--- src/rtl/beam_trigger_scaler.sv ---
// Per-beam trigger-rate scaler with gated latching readout and double-buffered thresholds on Wishbone.
// Optional per-beam trigger holdoff is compiled in when BEAM_SCALER_HOLDOFF_EN is defined.
module beam_trigger_scaler #(
    parameter int NBEAMS       = 2,
    parameter int COUNT_WIDTH  = 32,
    parameter int GATE_WIDTH   = 32,
    parameter int THRESH_WIDTH = 18
) (
    input  logic                             wb_clk_i,
    input  logic                             wb_rst_i,
    input  logic                             wb_cyc_i,
    input  logic                             wb_stb_i,
    input  logic                             wb_we_i,
    input  logic [21:0]                      wb_adr_i,
    input  logic [31:0]                      wb_dat_i,
    input  logic [3:0]                       wb_sel_i,
    output logic                             wb_ack_o,
    output logic                             wb_err_o,
    output logic                             wb_rty_o,
    output logic [31:0]                      wb_dat_o,
    input  logic [NBEAMS-1:0]                trigger_i,
    output logic [NBEAMS*THRESH_WIDTH-1:0]   thresh_o,
    output logic                             thresh_update_o,
    output logic                             gate_done_o
);

    typedef enum logic [1:0] {
        ST_IDLE  = 2'd0,
        ST_RUN   = 2'd1,
        ST_LATCH = 2'd2
    } state_t;

    localparam logic [8:0]             NBEAMS_W = 9'(NBEAMS);
    localparam logic [COUNT_WIDTH-1:0] CNT_ONE  = COUNT_WIDTH'(1);
    localparam logic [GATE_WIDTH-1:0]  GATE_ONE = GATE_WIDTH'(1);

    function automatic logic [31:0] byte_merge(input logic [31:0] old,
                                               input logic [31:0] dat,
                                               input logic [3:0]  sel);
        logic [31:0] res;
        res = old;
        for (int b = 0; b < 4; b++) begin
            if (sel[b]) res[8*b +: 8] = dat[8*b +: 8];
        end
        return res;
    endfunction

    state_t                  state_reg, state_next;
    logic [GATE_WIDTH-1:0]   gate_cnt_reg, gate_cnt_next;
    logic                    arm_reg, arm_next;
    logic                    done_reg, done_next;
    logic                    cont_reg;
    logic [GATE_WIDTH-1:0]   gate_len_reg;
    logic [GATE_WIDTH-1:0]   gate_len_eff;
    logic                    ack_reg, err_reg, upd_reg;
    logic [31:0]             dat_reg;

    logic [NBEAMS*COUNT_WIDTH-1:0]  readout_flat;
    logic [NBEAMS*THRESH_WIDTH-1:0] shadow_flat;

    logic [1:0]  page;
    logic [7:0]  idx;
    logic        beam_ok, access, bad, wr;
    logic [31:0] rdata;
    logic        ctrl_wr, start_now, commit_now, gate_wr;
    logic [31:0] gate_merged;
    logic        count_en;
    logic        unused_adr;

    assign unused_adr = ^wb_adr_i[21:10];
    assign page       = wb_adr_i[9:8];
    assign idx        = wb_adr_i[7:0];
    assign beam_ok    = ({1'b0, idx} < NBEAMS_W);
    // The ack/err cycle blocks re-sampling so a held request is serviced once.
    assign access     = wb_cyc_i && wb_stb_i && !ack_reg && !err_reg;
    assign wr         = access && wb_we_i && !bad;

`ifdef BEAM_SCALER_HOLDOFF_EN
    logic [15:0] holdoff_reg;
    logic        hold_wr;
    logic [31:0] hold_merged;
    assign hold_wr     = wr && (page == 2'd0) && (idx == 8'h02);
    assign hold_merged = byte_merge({16'b0, holdoff_reg}, wb_dat_i, wb_sel_i);
`endif

    always_comb begin
        bad   = 1'b1;
        rdata = '0;
        case (page)
            2'd0: begin
                case (idx)
                    8'h00: begin
                        bad   = 1'b0;
                        rdata = {29'b0, cont_reg, done_reg, (state_reg != ST_IDLE)};
                    end
                    8'h01: begin
                        bad   = 1'b0;
                        rdata = 32'(gate_len_reg);
                    end
                    8'h02: begin
                        bad   = 1'b0;
`ifdef BEAM_SCALER_HOLDOFF_EN
                        rdata = {16'b0, holdoff_reg};
`else
                        rdata = '0;
`endif
                    end
                    default: ;
                endcase
            end
            2'd1: begin
                if (beam_ok && !wb_we_i) begin
                    bad   = 1'b0;
                    rdata = 32'(readout_flat[int'(idx)*COUNT_WIDTH +: COUNT_WIDTH]);
                end
            end
            2'd2: begin
                if (beam_ok) begin
                    bad   = 1'b0;
                    rdata = 32'(shadow_flat[int'(idx)*THRESH_WIDTH +: THRESH_WIDTH]);
                end
            end
            default: ;
        endcase
    end

    assign ctrl_wr      = wr && (page == 2'd0) && (idx == 8'h00) && wb_sel_i[0];
    assign start_now    = ctrl_wr && wb_dat_i[0];
    assign commit_now   = ctrl_wr && wb_dat_i[1];
    assign gate_wr      = wr && (page == 2'd0) && (idx == 8'h01);
    assign gate_merged  = byte_merge(32'(gate_len_reg), wb_dat_i, wb_sel_i);
    assign gate_len_eff = (gate_len_reg == '0) ? GATE_ONE : gate_len_reg;
    // The ack cycle after a start is an arming cycle; counting begins one cycle later.
    assign count_en     = (state_reg == ST_RUN) && !arm_reg;

    always_ff @(posedge wb_clk_i or posedge wb_rst_i) begin
        if (wb_rst_i) begin
            ack_reg      <= 1'b0;
            err_reg      <= 1'b0;
            upd_reg      <= 1'b0;
            dat_reg      <= '0;
            cont_reg     <= 1'b0;
            gate_len_reg <= '0;
        end else begin
            ack_reg <= access && !bad;
            err_reg <= access && bad;
            upd_reg <= commit_now;
            if (access) dat_reg <= bad ? 32'b0 : rdata;
            if (ctrl_wr) cont_reg <= wb_dat_i[2];
            if (gate_wr) gate_len_reg <= gate_merged[GATE_WIDTH-1:0];
        end
    end

`ifdef BEAM_SCALER_HOLDOFF_EN
    always_ff @(posedge wb_clk_i or posedge wb_rst_i) begin
        if (wb_rst_i) holdoff_reg <= '0;
        else if (hold_wr) holdoff_reg <= hold_merged[15:0];
    end
`endif

    always_ff @(posedge wb_clk_i or posedge wb_rst_i) begin
        if (wb_rst_i) begin
            state_reg    <= ST_IDLE;
            gate_cnt_reg <= '0;
            arm_reg      <= 1'b0;
            done_reg     <= 1'b0;
        end else begin
            state_reg    <= state_next;
            gate_cnt_reg <= gate_cnt_next;
            arm_reg      <= arm_next;
            done_reg     <= done_next;
        end
    end

    always_comb begin
        state_next    = state_reg;
        gate_cnt_next = gate_cnt_reg;
        arm_next      = 1'b0;
        done_next     = done_reg;
        if (start_now) begin
            state_next    = ST_RUN;
            gate_cnt_next = gate_len_eff;
            arm_next      = 1'b1;
            done_next     = 1'b0;
        end else begin
            case (state_reg)
                ST_RUN: begin
                    if (!arm_reg) begin
                        if (gate_cnt_reg == GATE_ONE) state_next = ST_LATCH;
                        else gate_cnt_next = gate_cnt_reg - GATE_ONE;
                    end
                end
                ST_LATCH: begin
                    done_next = 1'b1;
                    if (cont_reg) begin
                        state_next    = ST_RUN;
                        gate_cnt_next = gate_len_eff;
                    end else begin
                        state_next = ST_IDLE;
                    end
                end
                default: ;
            endcase
        end
    end

    for (genvar gi = 0; gi < NBEAMS; gi++) begin : g_beam
        logic [COUNT_WIDTH-1:0]  run_cnt_reg;
        logic [COUNT_WIDTH-1:0]  readout_reg;
        logic [COUNT_WIDTH-1:0]  run_inc;
        logic [THRESH_WIDTH-1:0] shadow_reg;
        logic [THRESH_WIDTH-1:0] active_reg;
        logic [31:0]             shadow_merged;
        logic                    shadow_we;
        logic                    hit;

        assign run_inc       = (run_cnt_reg == '1) ? run_cnt_reg : run_cnt_reg + CNT_ONE;
        assign shadow_we     = wr && (page == 2'd2) && (idx == 8'(gi));
        assign shadow_merged = byte_merge(32'(shadow_reg), wb_dat_i, wb_sel_i);

`ifdef BEAM_SCALER_HOLDOFF_EN
        logic [15:0] hold_reg;
        // The latch cycle opens the next continuous gate, so holdoff never spans gates.
        assign hit = trigger_i[gi] && ((state_reg == ST_LATCH) || (hold_reg == '0));
        always_ff @(posedge wb_clk_i or posedge wb_rst_i) begin
            if (wb_rst_i) hold_reg <= '0;
            else if (start_now) hold_reg <= '0;
            else if (hit && (count_en || ((state_reg == ST_LATCH) && cont_reg))) hold_reg <= holdoff_reg;
            else if (state_reg == ST_LATCH) hold_reg <= '0;
            else if (hold_reg != '0) hold_reg <= hold_reg - 16'd1;
        end
`else
        assign hit = trigger_i[gi];
`endif

        always_ff @(posedge wb_clk_i or posedge wb_rst_i) begin
            if (wb_rst_i) begin
                run_cnt_reg <= '0;
                readout_reg <= '0;
                shadow_reg  <= '1;
                active_reg  <= '1;
            end else begin
                if (start_now) run_cnt_reg <= '0;
                else if (state_reg == ST_LATCH) run_cnt_reg <= (cont_reg && hit) ? CNT_ONE : '0;
                else if (count_en && hit) run_cnt_reg <= run_inc;
                if (!start_now && (state_reg == ST_LATCH)) readout_reg <= run_cnt_reg;
                if (shadow_we) shadow_reg <= shadow_merged[THRESH_WIDTH-1:0];
                if (commit_now) active_reg <= shadow_reg;
            end
        end

        assign readout_flat[gi*COUNT_WIDTH +: COUNT_WIDTH]  = readout_reg;
        assign shadow_flat[gi*THRESH_WIDTH +: THRESH_WIDTH] = shadow_reg;
        assign thresh_o[gi*THRESH_WIDTH +: THRESH_WIDTH]    = active_reg;
    end

    assign wb_ack_o        = ack_reg;
    assign wb_err_o        = err_reg;
    assign wb_rty_o        = 1'b0;
    assign wb_dat_o        = dat_reg;
    assign thresh_update_o = upd_reg;
    assign gate_done_o     = (state_reg == ST_LATCH);

endmodule

--- config.mk ---
export PLATFORM = sky130hd
export DESIGN_NAME = beam_trigger_scaler
export DESIGN_NICKNAME = d
export VERILOG_FILES = /design/src/rtl/beam_trigger_scaler.sv
export SDC_FILE = /design/constraint.sdc
export NUM_CORES = 1
export LEC_CHECK = 0
export ABC_AREA = 1
export CELL_PAD_IN_SITES_DETAIL_PLACEMENT = 1
export CELL_PAD_IN_SITES_GLOBAL_PLACEMENT = 2
export CORE_ASPECT_RATIO = 0.75
export CORE_UTILIZATION = 31
export DETAILED_ROUTE_END_ITERATION = 6
export PLACE_DENSITY_LB_ADDON = 0.12
export SETUP_SLACK_MARGIN = 0.1
export SLEW_MARGIN = 40
export SYNTH_ARGS = -nofsm -noshare
export SYNTH_HDL_FRONTEND = slang
export SYNTH_SLANG_ARGS = --single-unit
export TNS_END_PERCENT = 20
--- constraint.sdc ---
create_clock -name wb_clk_i -period 10.8 [get_ports wb_clk_i]
set_input_delay 2.16 -clock wb_clk_i [delete_from_list [all_inputs] [get_ports wb_clk_i]]
set_output_delay 2.16 -clock wb_clk_i [all_outputs]
set_load 0.01 [all_outputs]
---- After elaboration in Yosys (flattened, before gate mapping) ----
Index checks and enable logic that the tools add are counted.
word-level totals
  input port bits ......................... 65
  output and inout port bits .............. 73
  flip-flop bits (word level) ............. 304
  logic and storage cells ................. 132
operators by class
  equality and inequality tests ........... 15
  magnitude comparators ................... 1
  add/sub/neg operators ................... 3
  reduce and logical (&&, ||, !) cells .... 52
  muxes and demuxes ....................... 33
  $mul .................................... 1
  shift operators ......................... 2
operators by type and width
  kind                                                         count
  two-way mux 32 bit                                           15
  case mux 32 bit (2 select lines)                             2
  case mux 32 bit (3 select lines)                             1
  adder 32 x 1 -> 32 bit (second input constant)               2
  == test 32 bit (second input constant)                       2
  indexed part select 64 x 14 -> 32 bit                        1
  indexed part select 36 x 14 -> 18 bit                        1
  == test 32 x 1 -> 1 bit (second input constant)              1
  zero test 32 bit                                             1
  subtractor 32 x 1 -> 32 bit (second input constant)          1
  AND reduction 2 bit                                          12
  logical AND 1 bit                                            23
  two-way mux 18 bit                                           1
  multiplier 8 x 4 -> 12 bit (second input constant)           1
  inequality test 3 bit (second input constant)                4
  two-way mux 1 bit                                            9
  nonzero test 3 bit                                           3
  == test 8 x 1 -> 1 bit (second input constant)               1
  == test 8 x 2 -> 1 bit (second input constant)               1
  zero test 8 bit                                              1
  less-than comparator 8 x 2 -> 1 bit (second input constant)  1
  zero test 1 bit                                              6
  two-way mux 2 bit                                            3
  == test 2 x 1 -> 1 bit (second input constant)               2
  other kinds (10)                                             12

---- Depth between registers and ports, before layout ----
  word-level depth ........................ 12
  gate-level depth with buffers ........... 15
  mapped depth without buffers ............ 14

---- Worst setup path after synthesis ----
No wires, ideal clock.
  path kind ............................... input to register
  start ................................... in wb_adr_i[7]
  end ..................................... reg gate_cnt_reg[3]
  required time ........................... 10.684 ns
  cell stages on the path ................. 14
  arrival time ............................ 3.648 ns
  setup slack ............................. 7.035 ns
  library setup time ...................... 0.116 ns
  buffers on the path ..................... 2
  cells stage by stage .................... inv_1 -> nand2_1 -> nor2_2 -> nand2_1 -> nand3_2 -> nand3_4 -> nor2_8 -> nand4_2 -> buf_6 -> nand3_2 -> nand3_1 -> buf_2 -> nand2_1 -> nand2_1
between the ends
  word-level cells in the longest chain between the ends .. 12
  elaborated cells between the ends (all ways) .. 22
  those cells by class .................... order compare: 1; eq/ne: 5; mux: 5; reduce/logical: 11
RTL lines
  element                                                         RTL line  RTL
  start, declared                                                 14        input logic [21:0] wb_adr_i,
  less-than comparator 8 x 2 -> 1 bit (tied with other cells)     73        assign beam_ok = ({1'b0, idx} < NBEAMS_W);
  logical AND 1 bit / OR reduction 3 bit (equally long branches)  n/a
  two-way mux 1 bit, on equally long branches                     112, 91
  case mux 1 bit (3 select lines)                                 89        case (page)
  zero test 1 bit                                                 76        assign wr = access && wb_we_i && !bad;
  logical AND 1 bit                                               76
  logical AND 1 bit                                               127       assign ctrl_wr = wr && (page == 2'd0) && (idx == 8'h00) && wb_sel_i[0];
  logical AND 1 bit * (2 in series)                               127
  logical AND 1 bit *                                             128       assign start_now = ctrl_wr && wb_dat_i[0];
  inequality test 3 bit (no line) (tied with other cells)         n/a
  AND reduction 4 bit (no line)                                   n/a
  end signal, assigned                                            169       gate_cnt_reg <= gate_cnt_next;
  end, declared                                                   49        logic [GATE_WIDTH-1:0] gate_cnt_reg, gate_cnt_next;
Mark *: on every way between the ends. The rest lies on a longest branch, timed or not.
A chain may end at the register's enable or synchronous reset.

---- Final worst setup path ----
  start ................................... in wb_adr_i[2]
  end ..................................... reg g_beam[0].readout_reg[4]
between the ends
  word-level cells in the longest chain between the ends .. 12
  elaborated cells between the ends (all ways) .. 18
  those cells by class .................... order compare: 1; eq/ne: 2; mux: 4; reduce/logical: 11
RTL lines
  element                                                         RTL line  RTL
  less-than comparator 8 x 2 -> 1 bit (tied with other cells)     73
  logical AND 1 bit / OR reduction 3 bit (equally long branches)  n/a
  two-way mux 1 bit, on equally long branches                     112, 91
  case mux 1 bit (3 select lines)                                 89
  zero test 1 bit                                                 76
  logical AND 1 bit                                               76
  logical AND 1 bit                                               127
  logical AND 1 bit * (2 in series)                               127
  logical AND 1 bit *                                             128
  zero test 1 bit *                                               246       if (!start_now && (state_reg == ST_LATCH)) readout_reg <= run_cnt_reg;
  logical AND 1 bit *                                             246
  end signal, assigned                                            246
  end, declared                                                   209       logic [COUNT_WIDTH-1:0] readout_reg;
Marked as above.

==> results.sh <==
export IMPL_hold_path_class="reg -> reg"
export IMPL_timing_final_crit_share_pct=52.0
export IMPL_avgSynthCellArea_sq_um=7.90
export IMPL_syn_inst=1938
export IMPL_ctsResizeCount=0
export IMPL_leakage_uw=0.00811
export IMPL_power_uw=2850
export IMPL_post_cts_buffers=0
export IMPL_finalWeightedCongestion=0.829
export IMPL_post_synth_num_cell_types=52
export IMPL_failed_checks="DRC"
export IMPL_grt_pass1_wl_mm=82.5
export IMPL_grt_max_degree=121
export IMPL_vias=13300
export IMPL_synth_nets=2007
export IMPL_period_needed_ns=5.62
export IMPL_synth_most_common_cell="nand2_1"
export IMPL_dp_hpwl_mm=37.8
export IMPL_status="complete, but fails checks"
export IMPL_boundaryPins=138
export IMPL_worst_path_max_delay_cell="clkinv_1"
export IMPL_r2r_setup_slack_ns=7.18
export IMPL_rows=70
export IMPL_yosys_area_top_type="dfrtp_1"
export IMPL_detail_route_iter0_violations=638
export IMPL_muxShareOfSynthArea_pct=0.744
export IMPL_cpPeakStageDelay_ns=0.75
export IMPL_synth_fa_ha_area_share_pct=0.327
export IMPL_hp_start="g_beam[0].active_reg[7]"
export IMPL_relSlewSlack_pct=44.2
export IMPL_cts_tree="built"
export IMPL_synth_seq_area_share_pct=50.3
export IMPL_synthSimpleGateAreaFrac_pct=27.9
export IMPL_synth_flop_cell="dfrtp_1"
export IMPL_cap_violations=0
export IMPL_syn_to_final_growth_pct=20.2
export IMPL_synthTopCellsByArea="dfrtp_1, nand2_1, dfstp_2"
export IMPL_cp_end_kind="flip-flop"
export IMPL_max_freq_mhz=178
export IMPL_dieHeight_um=194
export IMPL_critPathMostFrequentCell="nand2_1"
export IMPL_first_pass_iters=7
export IMPL_postCtsHoldBufs=0
export IMPL_avgRoutedWirePerCell_um=19.6
export IMPL_grt_overflow=0
export IMPL_final_setup_viol_count=0
export IMPL_hold_viol_final=0
export IMPL_synth_async_reset_ratio_pct=100
export IMPL_start_util_pct=31.4
export IMPL_crit_type="in -> reg"
export IMPL_cp_cell_sequence="clkdlybuf4s50_1, inv_2, nand2_1, nor2_2, nand3_1, nand2_1, nand3_4, nor2_8, nand4_2, nand2_4, clkinv_1, nand2_1, nand2_1"
export IMPL_rsz0062_at_grt="false"
export IMPL_fill_cells=5850
export IMPL_cp_start_kind="input port"
export IMPL_grt_usage_pct=21.2
export IMPL_diodes=0
export IMPL_synth_top_area_share_pct=37.9
export IMPL_drive_above_1_share_pct=9.36
export IMPL_drt_total_wl_mm=53.1
export IMPL_die_w_um=259
export IMPL_arrival_ns=6.03
export IMPL_synth_compound_area_share_pct=10.7
export IMPL_ys_seq_elements=304
export IMPL_tns_ns=0
export IMPL_power_density_nw_per_um2=155
export IMPL_synth_xor_area_share_pct=3.32
export IMPL_clkTransAtPathRegs_ns=0.06
export IMPL_port_buffers=124
export IMPL_antenna_found_initial=0
export IMPL_hold_depth=2
export IMPL_synth_top_family_by_area="simple AND/OR/NAND/NOR gates"
export IMPL_cp_required_ns=11.21
export IMPL_cts_made_buffers=36
export IMPL_r2r_cells=9
export IMPL_ys_warnings_count=0
export IMPL_crit_fanout=47
export IMPL_r2r_start="wb_err_o"
export IMPL_maxSlewViolCount=0
export IMPL_coreArea_sq_um=48800
export IMPL_synth_area_sq_um=15300
export IMPL_cts_buffer_depth=3
export IMPL_drc_errors=1
export IMPL_reg2reg_to="g_beam[0].readout_reg[4]"
export IMPL_clock_sinks=304
export IMPL_irDropWorstVdd_uv=111
export IMPL_synth_edf_count=0
export IMPL_ant_nets=0
export IMPL_clock_skew_ns=0.00992
export IMPL_die_area_sq_um=50300
export IMPL_synth_commonest_cells="nand2_1, dfrtp_1, nor2_1"
export IMPL_clk_latency_ns=0.54
export IMPL_htreeDepth=2
export IMPL_viasPerCell=4.91
export IMPL_nets=2105
export IMPL_holdPathEnd="g_beam[0].active_reg[7]"
export IMPL_ctsRootBufferMaster="clkbuf_16"
export IMPL_worstMarginPinSlew_ns=0.830
export IMPL_grt_pass1_vias=13600
==> report_power, final <==
| part | leakage [uW] | internal, uW | total [uW] | switching (uW) |
|---|---|---|---|---|
| Combinational | 0.00375 | 110 | 301 | 190 |
| Sequential | 0.00377 | 1200 | 1270 | 70.5 |
| Clock | 0.000591 | 769 | 1280 | 507 |
| Total | 0.00811 | 2080 | 2850 | 768 |
==> worst max-delay path, delay by kind of cell <==
| kind | cells | cell delay, ns |
|---|---|---|
| buf+inv | 3 | 1.42 |
| simple gates | 10 | 2.39 |
==> cell families after synthesis <==
group,count (synthesis)
xor gates and xnor gates,58
muxes,11
AOI/OAI and AO/OA,284
and+or+nand+nor,1025
DFF,304
adders and majority gates,4
other,1
buffers and inverters,251
==> how the worst max path moves through the flow <==
stage                start                       end  slack [ns]  cells past startpoint
5_1_grt        wb_adr_i[2]  g_beam[0].readout_reg[4]        4.84                     13
3_3_place_gp   wb_adr_i[7]  g_beam[0].readout_reg[4]        4.99                     13
3_5_place_dp   wb_adr_i[6]  g_beam[0].readout_reg[4]        4.90                     13
4_1_cts        wb_adr_i[6]  g_beam[0].readout_reg[4]        5.45                     13
6_report       wb_adr_i[2]  g_beam[0].readout_reg[4]        5.18                     13
2_1_floorplan     wb_rst_i                   arm_reg        0.36                      1
==> layout make-up <==
class                   count  area [sq um]  share of cell area, %
clock inverters             9           153                  0.829
well taps                 648           811                   4.40
repair buffers            141          1430                   7.76
multi-input cells        1383          6610                   35.9
clock buffers              55          1050                   5.72
inverters                 170           653                   3.55
flip-flops and latches    304          7700                   41.8
==> layer usage <==
layer,share of wire (%),wire length (um),GRT usage (%)
met1,52,27300,32.2
met2,43,22800,31.8
met3,3.8,2010,3.10
met4,1.8,942,4.51
met5,0,0,0
==> cells in the final DEF, fill, tap and decap left out, drive strengths merged, types with 18 or more instances in the layout <==
master,n
dfrtp,232
nand3,78
dfstp,72
nor3,30
inv,170
a21oi,42
nand2,648
o21ai,190
nand4,36
buf,18
clkdlybuf4s50,123
nor2,202
clkbuf,55
xor2,43
==> stage by stage <==
step           instances  cell area (sq um)  utilization [%]  worst slack, ns  hold WS, ns
2_1_floorplan       1938              15300                -            0.357        0.447
3_3_place_gp        2643              17100             35.1             4.99        0.458
3_5_place_dp        2646              17200             35.3             4.90        0.461
4_1_cts             2710              18400             37.7             5.45        0.472
5_1_grt             2710              18400             37.7             4.84        0.482
6_report            2710              18400             37.7             5.18        0.466
Note: power is estimated with default switching activity, not from simulation.
==> variant, RTL diff (config.mk and constraints unchanged) <==
Build with the macro `BEAM_SCALER_HOLDOFF_EN` defined.
--- a/src/rtl/beam_trigger_scaler.sv
+++ b/src/rtl/beam_trigger_scaler.sv
@@ -2,2 +2,4 @@
 // Optional per-beam trigger holdoff is compiled in when BEAM_SCALER_HOLDOFF_EN is defined.
+`define BEAM_SCALER_HOLDOFF_EN
+
 module beam_trigger_scaler #(
Check against the original RTL: not equivalent (a bounded check fails within 4 cycles, from zero or initial values and one cycle with wb_rst_i high).
==> variant against the unedited design <==
Largest cell class unchanged; worst setup slack lost 1.2 ns; sequential cell count up 48; core utilization down 0.63 points; synthesized area rose by 25%; wire length up 40%; design area grew 22%; via count up 33%.
Power is not compared: it rests on default switching activity, and its combinational part moved more than twofold at a synthesized area within 25%.
==> variant: results <==
{
  "regToRegEndpoint": "g_beam[0].readout_reg[1]",
  "grt_pass1_wl_um": 115000,
  "yosys-top-cells-count": "nand2_1 (738), dfrtp_1 (280), o21ai_0 (261), inv_1 (258), nor2_1 (248)",
  "drive_gt1_share_pct": 8.08,
  "design_area_sq_um": 22500,
  "met1_usage_pct": 35.9,
  "hp-start": "g_beam[0].active_reg[5]",
  "reg2regPathDepth": 12,
  "relSlewSlack_pct": 47.2,
  "insertion_delay_ns": 0.56,
  "place_inst": 3349,
  "instances_no_fill": 3424,
  "grtUsageTotal_pct": 24.0,
  "gr-usage-met2_pct": 36.7,
  "syn_nets": 2591,
  "crit_path_top_delay_cell": "nand2_4",
  "grt_max_degree": 143,
  "reg2reg_from": "wb_ack_o",
  "gp_congestion": 0.866,
  "whs_endpoint": "g_beam[0].active_reg[5]",
  "worstPathArrival_ns": 7.24,
  "critPathMaxFanout": 62,
  "grt_use_met3_pct": 2.43,
  "viasPerCell": 5.17,
  "slowest_delay_ns": 0.73,
  "netlist-cell-type-count": 51,
  "finalClockSkew_ns": 0.0127,
  "final_nets": 2665,
  "synth.area.top_cells": "dfrtp_1 (37%), nand2_1 (14%), dfstp_2 (9.9%), o21ai_0 (6.8%), inv_1 (5.1%)",
  "drt_iter0_markers": 1042,
  "yosysSeqAreaShare_pct": 46.6,
  "place_area_sq_um": 21100,
  "holdWs_ns": 0.471,
  "pre_cts_ws_ns": 3.35,
  "run_status": "completed",
  "syn_avg_cell_area_sq_um": 7.59,
  "grt_pass1_vias": 18300
}
-- variant: cell types whose count changed after synthesis, moves of 30 or more --
cell     unedited run  this run
nand3_1            73       103
o21ai_0           169       261
inv_1             165       258
nand2_1           645       738
nor2_1            194       248
dfrtp_1           232       280
nand4_1            35       119
-- variant: routing by layer --
metal	part of all wire [%]	up-vias
li1	-	8364
met3	3.3	81
met5	0	-
met1	50	8961
met2	44	303
met4	2.4	0
-- variant: where the power goes --
group	switching (mW)	leakage (nW)	total, mW	internal (mW)
registers	0.127	4.40	1.56	1.43
clock network	0.596	0.682	1.49	0.892
logic	0.852	5.22	1.24	0.384
total	1.58	10.3	4.29	2.71
-- variant: logic make-up (layout without fill, tap and decap cells) --
kind of cell	Yosys count	count (layout)	share of synthesized area (%)
AO/OA/AOI/OAI	379	379	11.0
XOR/XNOR	74	74	3.39
adder cells (fa/ha/maj)	7	7	0.458
buffers and inverters	378	483	8.03
flip-flops	352	352	46.6
multiplexers	24	24	1.31
other	1	1	0.0196
AND/OR/NAND/NOR	1304	1304	29.3
-- variant: how the worst max path moves through the flow --
stage | startpoint | to | slack, ns | cells after the start
final | wb_adr_i[0] | g_beam[0].readout_reg[1] | 4.00 | 15
after global routing | wb_adr_i[0] | g_beam[1].readout_reg[20] | 3.61 | 15
after CTS | wb_adr_i[0] | gate_cnt_reg[29] | 3.91 | 14
after detailed placement | wb_adr_i[0] | gate_cnt_reg[17] | 3.35 | 14
after global placement | wb_adr_i[0] | gate_cnt_reg[2] | 3.40 | 14
after floorplan | wb_rst_i | arm_reg | 3.98 | 1
-- variant: worst reg2reg max path, stage by stage, from the launching register on --
cell	delay, ns
dfrtp_1	0.38
nor2_1	0.14
nand3_2	0.07
buf_4	0.30
nor2_1	0.36
nand4_4	0.18
nor2_8	0.40
nand3_4	0.70
nand2_4	0.74
buf_4	0.62
inv_2	0.35
nand2_1	0.19
nand2_1	0.06
-- variant: cell type report --
class | instances | share of cell area, %
Tap cell | 800 | 4.44
Sequential cell | 352 | 39.5
Multi-Input combinational cell | 1789 | 38.8
Clock buffer | 63 | 5.37
Timing Repair Buffer | 144 | 6.55
Clock inverter | 11 | 0.844
Inverter | 265 | 4.44
